**src/rtl/tpu_systolic_array_if.sv**
```systemverilog
`default_nettype none
// ============================================================================
// Module      : tpu_systolic_array_if
// Description : Tile handshake between the TPU controller and the 4x4 array.
// Revision    : 1.0 - initial release
// ============================================================================
interface tpu_systolic_array_if #(
    parameter int DATA_BITS  = 32,
    parameter int DATAC_BITS = 128
);
    logic                  sa_rst_n;
    logic [DATA_BITS-1:0]  local_buffer_A0;
    logic [DATA_BITS-1:0]  local_buffer_A1;
    logic [DATA_BITS-1:0]  local_buffer_A2;
    logic [DATA_BITS-1:0]  local_buffer_A3;
    logic [DATA_BITS-1:0]  local_buffer_B0;
    logic [DATA_BITS-1:0]  local_buffer_B1;
    logic [DATA_BITS-1:0]  local_buffer_B2;
    logic [DATA_BITS-1:0]  local_buffer_B3;
    logic                  done;
    logic [DATAC_BITS-1:0] local_buffer_C0;
    logic [DATAC_BITS-1:0] local_buffer_C1;
    logic [DATAC_BITS-1:0] local_buffer_C2;
    logic [DATAC_BITS-1:0] local_buffer_C3;

    modport master (
        output sa_rst_n,
        output local_buffer_A0, local_buffer_A1, local_buffer_A2, local_buffer_A3,
        output local_buffer_B0, local_buffer_B1, local_buffer_B2, local_buffer_B3,
        input  done,
        input  local_buffer_C0, local_buffer_C1, local_buffer_C2, local_buffer_C3
    );

    modport slave (
        input  sa_rst_n,
        input  local_buffer_A0, local_buffer_A1, local_buffer_A2, local_buffer_A3,
        input  local_buffer_B0, local_buffer_B1, local_buffer_B2, local_buffer_B3,
        output done,
        output local_buffer_C0, local_buffer_C1, local_buffer_C2, local_buffer_C3
    );
endinterface
`default_nettype wire

```
**src/rtl/tpu_systolic_array.sv**
```systemverilog
`default_nettype none
// ============================================================================
// Module      : tpu_systolic_array
// Description : 4x4 output-stationary int8 systolic array, one K=4 tile.
// Revision    : 1.0 - initial release
// ============================================================================
module tpu_systolic_array (
    input  wire logic           clk,
    input  wire logic           rst_n,
    tpu_systolic_array_if.slave sa
);
    localparam logic [3:0] c_LAST = 4'd10;

    logic [3:0]        r_cnt;
    logic              r_done;
    logic [7:0]        r_h   [4][4];
    logic [7:0]        r_v   [4][4];
    logic [31:0]       r_acc [4][4];

    logic [31:0]       w_a    [4];
    logic [31:0]       w_b    [4];
    logic [7:0]        w_a_in [4];
    logic [7:0]        w_b_in [4];
    logic signed [15:0] w_prod [4][4];

    assign w_a[0] = sa.local_buffer_A0;
    assign w_a[1] = sa.local_buffer_A1;
    assign w_a[2] = sa.local_buffer_A2;
    assign w_a[3] = sa.local_buffer_A3;
    assign w_b[0] = sa.local_buffer_B0;
    assign w_b[1] = sa.local_buffer_B1;
    assign w_b[2] = sa.local_buffer_B2;
    assign w_b[3] = sa.local_buffer_B3;

    // Row m / column n is skewed by m / n cycles so operands meet at PE(m,n).
    always_comb begin
        for (int m = 0; m < 4; m++) begin
            w_a_in[m] = 8'd0;
            w_b_in[m] = 8'd0;
            for (int k = 0; k < 4; k++) begin
                if (r_cnt == 4'(k + m)) begin
                    w_a_in[m] = w_a[k][31-8*m -: 8];
                    w_b_in[m] = w_b[k][31-8*m -: 8];
                end
            end
        end
    end

    always_comb begin
        for (int m = 0; m < 4; m++) begin
            for (int n = 0; n < 4; n++) begin
                w_prod[m][n] = $signed(r_h[m][n]) * $signed(r_v[m][n]);
            end
        end
    end

    always_ff @(posedge clk) begin
        if (!rst_n || !sa.sa_rst_n) begin
            r_cnt  <= 4'd0;
            r_done <= 1'b0;
            for (int m = 0; m < 4; m++) begin
                for (int n = 0; n < 4; n++) begin
                    r_h[m][n]   <= 8'd0;
                    r_v[m][n]   <= 8'd0;
                    r_acc[m][n] <= 32'd0;
                end
            end
        end else if (r_cnt <= c_LAST) begin
            for (int m = 0; m < 4; m++) begin
                r_h[m][0] <= w_a_in[m];
                r_v[0][m] <= w_b_in[m];
                for (int n = 1; n < 4; n++) begin
                    r_h[m][n] <= r_h[m][n-1];
                    r_v[n][m] <= r_v[n-1][m];
                end
                for (int n = 0; n < 4; n++) begin
                    r_acc[m][n] <= r_acc[m][n] + {{16{w_prod[m][n][15]}}, w_prod[m][n]};
                end
            end
            r_cnt <= r_cnt + 4'd1;
            if (r_cnt == c_LAST) begin
                r_done <= 1'b1;
            end
        end
    end

    assign sa.done            = r_done;
    assign sa.local_buffer_C0 = {r_acc[0][0], r_acc[0][1], r_acc[0][2], r_acc[0][3]};
    assign sa.local_buffer_C1 = {r_acc[1][0], r_acc[1][1], r_acc[1][2], r_acc[1][3]};
    assign sa.local_buffer_C2 = {r_acc[2][0], r_acc[2][1], r_acc[2][2], r_acc[2][3]};
    assign sa.local_buffer_C3 = {r_acc[3][0], r_acc[3][1], r_acc[3][2], r_acc[3][3]};
endmodule
`default_nettype wire

```
**src/flat_wrapper.sv**
```systemverilog
// flat-port wrapper written by rule: the top's interface ports become plain ports
module tpu_systolic_array_flat 
  (clk, rst_n, sa_sa_rst_n, sa_local_buffer_A0, sa_local_buffer_A1, sa_local_buffer_A2, sa_local_buffer_A3, sa_local_buffer_B0, sa_local_buffer_B1, sa_local_buffer_B2, sa_local_buffer_B3, sa_done, sa_local_buffer_C0, sa_local_buffer_C1, sa_local_buffer_C2, sa_local_buffer_C3);
  tpu_systolic_array_if #(.DATA_BITS(32), .DATAC_BITS(128)) sa_i ();
  input  wire logic clk;
  input  wire logic rst_n;
  input wire logic [$bits(sa_i.sa_rst_n)-1:0] sa_sa_rst_n;
  input wire logic [$bits(sa_i.local_buffer_A0)-1:0] sa_local_buffer_A0;
  input wire logic [$bits(sa_i.local_buffer_A1)-1:0] sa_local_buffer_A1;
  input wire logic [$bits(sa_i.local_buffer_A2)-1:0] sa_local_buffer_A2;
  input wire logic [$bits(sa_i.local_buffer_A3)-1:0] sa_local_buffer_A3;
  input wire logic [$bits(sa_i.local_buffer_B0)-1:0] sa_local_buffer_B0;
  input wire logic [$bits(sa_i.local_buffer_B1)-1:0] sa_local_buffer_B1;
  input wire logic [$bits(sa_i.local_buffer_B2)-1:0] sa_local_buffer_B2;
  input wire logic [$bits(sa_i.local_buffer_B3)-1:0] sa_local_buffer_B3;
  output wire logic [$bits(sa_i.done)-1:0] sa_done;
  output wire logic [$bits(sa_i.local_buffer_C0)-1:0] sa_local_buffer_C0;
  output wire logic [$bits(sa_i.local_buffer_C1)-1:0] sa_local_buffer_C1;
  output wire logic [$bits(sa_i.local_buffer_C2)-1:0] sa_local_buffer_C2;
  output wire logic [$bits(sa_i.local_buffer_C3)-1:0] sa_local_buffer_C3;
  assign sa_i.sa_rst_n = sa_sa_rst_n;
  assign sa_i.local_buffer_A0 = sa_local_buffer_A0;
  assign sa_i.local_buffer_A1 = sa_local_buffer_A1;
  assign sa_i.local_buffer_A2 = sa_local_buffer_A2;
  assign sa_i.local_buffer_A3 = sa_local_buffer_A3;
  assign sa_i.local_buffer_B0 = sa_local_buffer_B0;
  assign sa_i.local_buffer_B1 = sa_local_buffer_B1;
  assign sa_i.local_buffer_B2 = sa_local_buffer_B2;
  assign sa_i.local_buffer_B3 = sa_local_buffer_B3;
  assign sa_done = sa_i.done;
  assign sa_local_buffer_C0 = sa_i.local_buffer_C0;
  assign sa_local_buffer_C1 = sa_i.local_buffer_C1;
  assign sa_local_buffer_C2 = sa_i.local_buffer_C2;
  assign sa_local_buffer_C3 = sa_i.local_buffer_C3;
  tpu_systolic_array u_core (.clk(clk), .rst_n(rst_n), .sa(sa_i));
endmodule
```
**config.mk**
```make
export PLATFORM = sky130hd
export DESIGN_NAME = tpu_systolic_array_flat
export DESIGN_NICKNAME = d
export VERILOG_FILES = /design/src/rtl/tpu_systolic_array_if.sv /design/src/rtl/tpu_systolic_array.sv /design/src/flat_wrapper.sv
export SDC_FILE = /design/constraint.sdc
export NUM_CORES = 2
export LEC_CHECK = 0
export CAP_MARGIN = 20
export CORE_ASPECT_RATIO = 1.4
export CORE_MARGIN = 5
export CORE_UTILIZATION = 62
export DETAILED_ROUTE_END_ITERATION = 10
export DONT_BUFFER_PORTS = 1
export GPL_TIMING_DRIVEN = 0
export PLACE_DENSITY = 0.85
export SLEW_MARGIN = 20
export SYNTH_ARGS = -nofsm -noshare
export SYNTH_HDL_FRONTEND = slang
export SYNTH_SLANG_ARGS = --single-unit
```
**constraint.sdc**
```tcl
create_clock -name clk -period 46 [get_ports clk]
set_input_delay 4.6 -clock clk [delete_from_list [all_inputs] [get_ports clk]]
set_output_delay 4.6 -clock clk [all_outputs]
set_load 0.005 [all_outputs]
```
Word-level counts from Yosys, hierarchy flattened
Memories as Yosys holds them, arrays and structs flattened.
Cells that the tools add are included.
{"block": "classes", "n_addsub": 17, "n_mul": 16, "magnitude_cmp": 1, "eq_ne": 7, "mux": 85, "n_bitwise": 48, "reduce_logical": 5}
{"cell": "adder 32 bit", "n": 16}
{"cell": "two-way mux 32 bit", "n": 16}
{"cell": "two-way mux 8 bit", "n": 64}
{"cell": "multiplier 8 x 8 -> 16 bit", "n": 16}
{"cell": "bitwise OR 1 bit", "n": 48}
{"cell": "== test 4 x 3 -> 1 bit, second input constant", "n": 3}
{"cell": "== test 4 x 2 -> 1 bit, second input constant", "n": 2}
{"cell": "two-way mux 1 bit", "n": 5}
{"cell": "adder 4 x 1 -> 4 bit, second input constant", "n": 1}
{"cell": "== test 4 x 1 -> 1 bit, second input constant", "n": 1}
{"cell": "== test 4 bit, second input constant", "n": 1}
{"cell": "<= comparator 4 bit, second input constant", "n": 1}
{"cell": "zero test 4 bit", "n": 1}
{"cell": "zero test 1 bit", "n": 2}
{"cell": "AND reduction 2 bit", "n": 1}
{"cell": "logical OR 1 bit", "n": 1}
{"block": "totals", "ff_bits": 5, "ramBits": 768, "in_bits": 259, "out_inout_bits": 513, "elab_cells": 184, "memories": 3}
{"memory": "u_core.r_acc", "words": 4, "word_bits": 128, "read_ports": 4, "rd_clocked_by_memory_dff": 0, "write_ports": 4, "line": "tpu_systolic_array.sv:18", "rtl": "logic [31:0] r_acc [4][4];"}
{"memory": "u_core.r_h", "words": 4, "word_bits": 32, "read_ports": 4, "rd_clocked_by_memory_dff": 0, "write_ports": 4, "line": "tpu_systolic_array.sv:16", "rtl": "logic [7:0] r_h [4][4];"}
{"memory": "u_core.r_v", "words": 4, "word_bits": 32, "read_ports": 4, "rd_clocked_by_memory_dff": 0, "write_ports": 4, "line": "tpu_systolic_array.sv:17", "rtl": "logic [7:0] r_v [4][4];"}

Longest topological paths before layout
{"block": "depth", "word_depth": 6, "depth_mapped": 32, "mapped_depth_nobuf": 31}

Worst setup path after synthesis
OpenSTA, ideal clock, no wires.
{"block": "synth_path", "path_type": "input-to-reg", "start": "input sa_sa_rst_n", "end": "memory u_core.r_acc[0][0] in the netlist's numbering (enable)", "setup_ns": 8.692, "t_arrival_ns": 25.016, "required_time_ns": 37.308, "path_slack_ns": 12.292, "stages": 1, "n_path_buf": 0, "cell_sequence": "nand4_1"}
{"item": "from (decl)", "line": "flat_wrapper.sv:7", "rtl": "input wire logic [$bits(sa_i.sa_rst_n)-1:0] sa_sa_rst_n;"}
{"item": "to (decl)", "line": "tpu_systolic_array.sv:18"}

==> flow_summary.json <==
{
  "status": "finished clean",
  "stdcell_count": 11946,
  "tritoncts": "yes",
  "cp_cell_sequence": "clkbuf_1, nand2_1, fa_1, fa_1, fa_1, inv_1, fa_1, ha_1, or2_2, a21oi_1, a31oi_1, xnor2_2, buf_6, ha_1, a21o_1, a21o_1, a21o_2, a211o_1, o32ai_1, o21ai_0, a41oi_1, mux2i_1, nand3_1",
  "synth_seq_cells": 773,
  "cts.htree.levels": 3,
  "synth_edf_count": 760,
  "grtUsageTotal_pct": 33.8,
  "synth_top_area_share_pct": 24.7,
  "cp_slowest_cell": "fa_1",
  "cellPowerDensity_nw_per_um2": 16.3,
  "wl_microns": 267000,
  "peakVddDrop_uv": 25.8,
  "crit_top_cell": "fa_1",
  "total_power_mw": 1.62,
  "clkLatencyLatePin_ps": 720,
  "met1_usage_pct": 34.7,
  "yosys.area.top_type": "edfxtp_1",
  "place_ws_ps": 37650,
  "clock_sinks": 773,
  "synthDistinctLibCells": 84,
  "grt_overflow": 0,
  "clk_pin_slew_ps": 60,
  "grt_antenna_before_repair": 34,
  "crit_type": "reg -> reg",
  "clockBufferDepth": 3,
  "synth_area_sq_um": 92400,
  "start_util_pct": 62.4,
  "finalCritPeriodShare_pct": 17.7,
  "ctsResizeCount": 0,
  "chipWidth_microns": 336,
  "maxCapViolations": 0,
  "power_leakage_nw": 49.2,
  "ys_top_cells_by_count": "inv_1 (1,471), ha_1 (996), and2_1 (946)",
  "final_max_slew_viol_count": 0,
  "yosysWarnings": 0,
  "skew_ps": 27.7,
  "drtIter0Drc": 4820,
  "synth.avg_cell_area_sq_um": 9.51,
  "grt.busiest_layer": "met2",
  "grt_pass1_wl_microns": 413000,
  "final_design_area_no_fill_sq_um": 99200,
  "root_buffer": "clkbuf_16",
  "final_net_count": 12053,
  "setup_tns_ps": 0,
  "drive_gt1_share_pct": 3.72,
  "synth.area.top_cells": "edfxtp_1 (25%), fa_1 (19%), ha_1 (13%)",
  "cts_inserted_buffers": 90,
  "postCtsSetupBuffers": 0,
  "hpwl_microns": 220000,
  "grt_max_degree": 17,
  "fp.dieH_microns": 467,
  "holdBufCountCts": 0,
  "grtUsageMet2_pct": 59.4,
  "hold_slack_ps": 554,
  "worst_slew_pin_slew_ps": 1060,
  "dp.cells": 11752,
  "setup_viol": 0,
  "rsz0062_at_grt": "no",
  "critPathLaunchType": "flop",
  "ant_nets": 0,
  "max_freq_mhz": 123,
  "worstSetupEndpointType": "flop",
  "dieArea_sq_um": 157000,
  "synth_top_flop_cell": "edfxtp_1",
  "drc": 0,
  "cp.arrival_ps": 8580,
  "crit_required_ps": 46460,
  "post-route-util_pct": 67.1,
  "fillers": 11215,
  "max_stage_delay_ps": 750,
  "dpl_cell_area_sq_um": 96200,
  "grtUsageMet3_pct": 8.62,
  "areaGrowthSynthToFinish_pct": 7.44,
  "dr.pass1.iters": 6,
  "hold_class": "reg -> reg",
  "fin_ws_ps": 37880,
  "ys_seq_area_share_pct": 25.0,
  "rows": 167,
  "wl_per_cell_microns": 22.3,
  "synth_fp_nets": 11867,
  "path_max_fanout": 10,
  "yosysMostFrequentCell": "inv_1",
  "core_sq_um": 148000,
  "via_per_inst": 5.98,
  "netlist_instances": 9716,
  "slew-limit-headroom_pct": 29.4,
  "async_reset_ff_share_pct": 0,
  "period_minus_slack_ps": 8120,
  "portBuffers": 0,
  "via_count": 71482,
  "finalHoldViolations": 0,
  "grt_pass1_vias": 75432,
  "gp_congestion": 0.988,
  "pin_count": 772
}
[placed cells by master (no fill, tap or decap), types with 17 or more instances in the layout]
master,count
nand3_1,107
diode_2,29
a221oi_1,59
nor2b_1,145
clkbuf_16,95
clkbuf_1,170
nand2_1,460
a21o_1,269
mux2_2,17
buf_6,66
edfxtp_1,760
a31o_2,17
a21oi_1,549
xnor2_1,437
fa_1,896
a41oi_1,17
a31oi_1,57
nand2b_1,86
ha_1,996
or3_1,21
nor2_1,838
inv_1,1471
nor3_1,170
o211ai_1,32
and2_1,946
and3_1,60
nand4_1,35
nor3b_1,21
o21bai_1,84
xor2_1,213
a211oi_1,69
o31ai_1,23
o21a_1,86
or2_2,29
o21ai_0,256
[where the power goes]
part	total [mW]	switching (mW)	internal, mW
clock network	0.750	0.326	0.424
logic	0.0925	0.0634	0.0291
registers	0.776	0.00890	0.767
[sequential cells by signal (all words and copies together), names as in the netlist]
signal	flops
u_core.r_cnt	4
u_core.r_acc	512
u_core.r_h	128
u_core.r_v	128
u_core.sa.done	1
[kinds of logic after synthesis]
family,synth area share [%]
xor gates and xnor gates,6.32
muxes,0.359
buffers and inverters,6.76
AOI/OAI and AO/OA,12.4
DFF,25.0
and+or+nand+nor,16.3
adders and majority gates,32.9
[metal layers]
metal  vias to the layer above  wire length (microns)
li1                      32942                      -
met1                     34937                  88200
met2                      2732                 133000
met3                       863                  22400
met4                         8                  23600
met5                         -                     70
[worst paths after layout]
check                     from  slack, ps              endpoint  cells past startpoint
max reg2reg  u_core.r_h[2][31]      37880  u_core.r_acc[2][126]                     23
max          u_core.r_h[2][31]      37880  u_core.r_acc[2][126]                     23
min             u_core.sa.done        550        u_core.sa.done                      2
min reg2reg     u_core.sa.done        550        u_core.sa.done                      2
[worst max-delay path, delay by kind of cell (launching register included)]
family                     cells  cell delay (ps)
adders and majority gates      6             2850
AOI/OAI and AO/OA              9             2160
buffers and inverters          3              990
and+or+nand+nor                3              650
xor gates and xnor gates       1              480
DFF                            1              470
muxes                          1              250
[area by class of cell]
type | instances | area (sq um) | share of cell area [%]
Antenna cell | 29 | 72.6 | 0.0731
Buffer | 186 | 754 | 0.760
Clock buffer | 112 | 2450 | 2.47
Clock inverter | 52 | 503 | 0.507
Inverter | 1471 | 5520 | 5.56
Multi-Input combinational cell | 7286 | 63200 | 63.7
Sequential cell | 773 | 23100 | 23.3
Tap cell | 1943 | 2430 | 2.45
Timing Repair Buffer | 94 | 1250 | 1.26
Note: power is estimated with default switching activity, not from simulation.
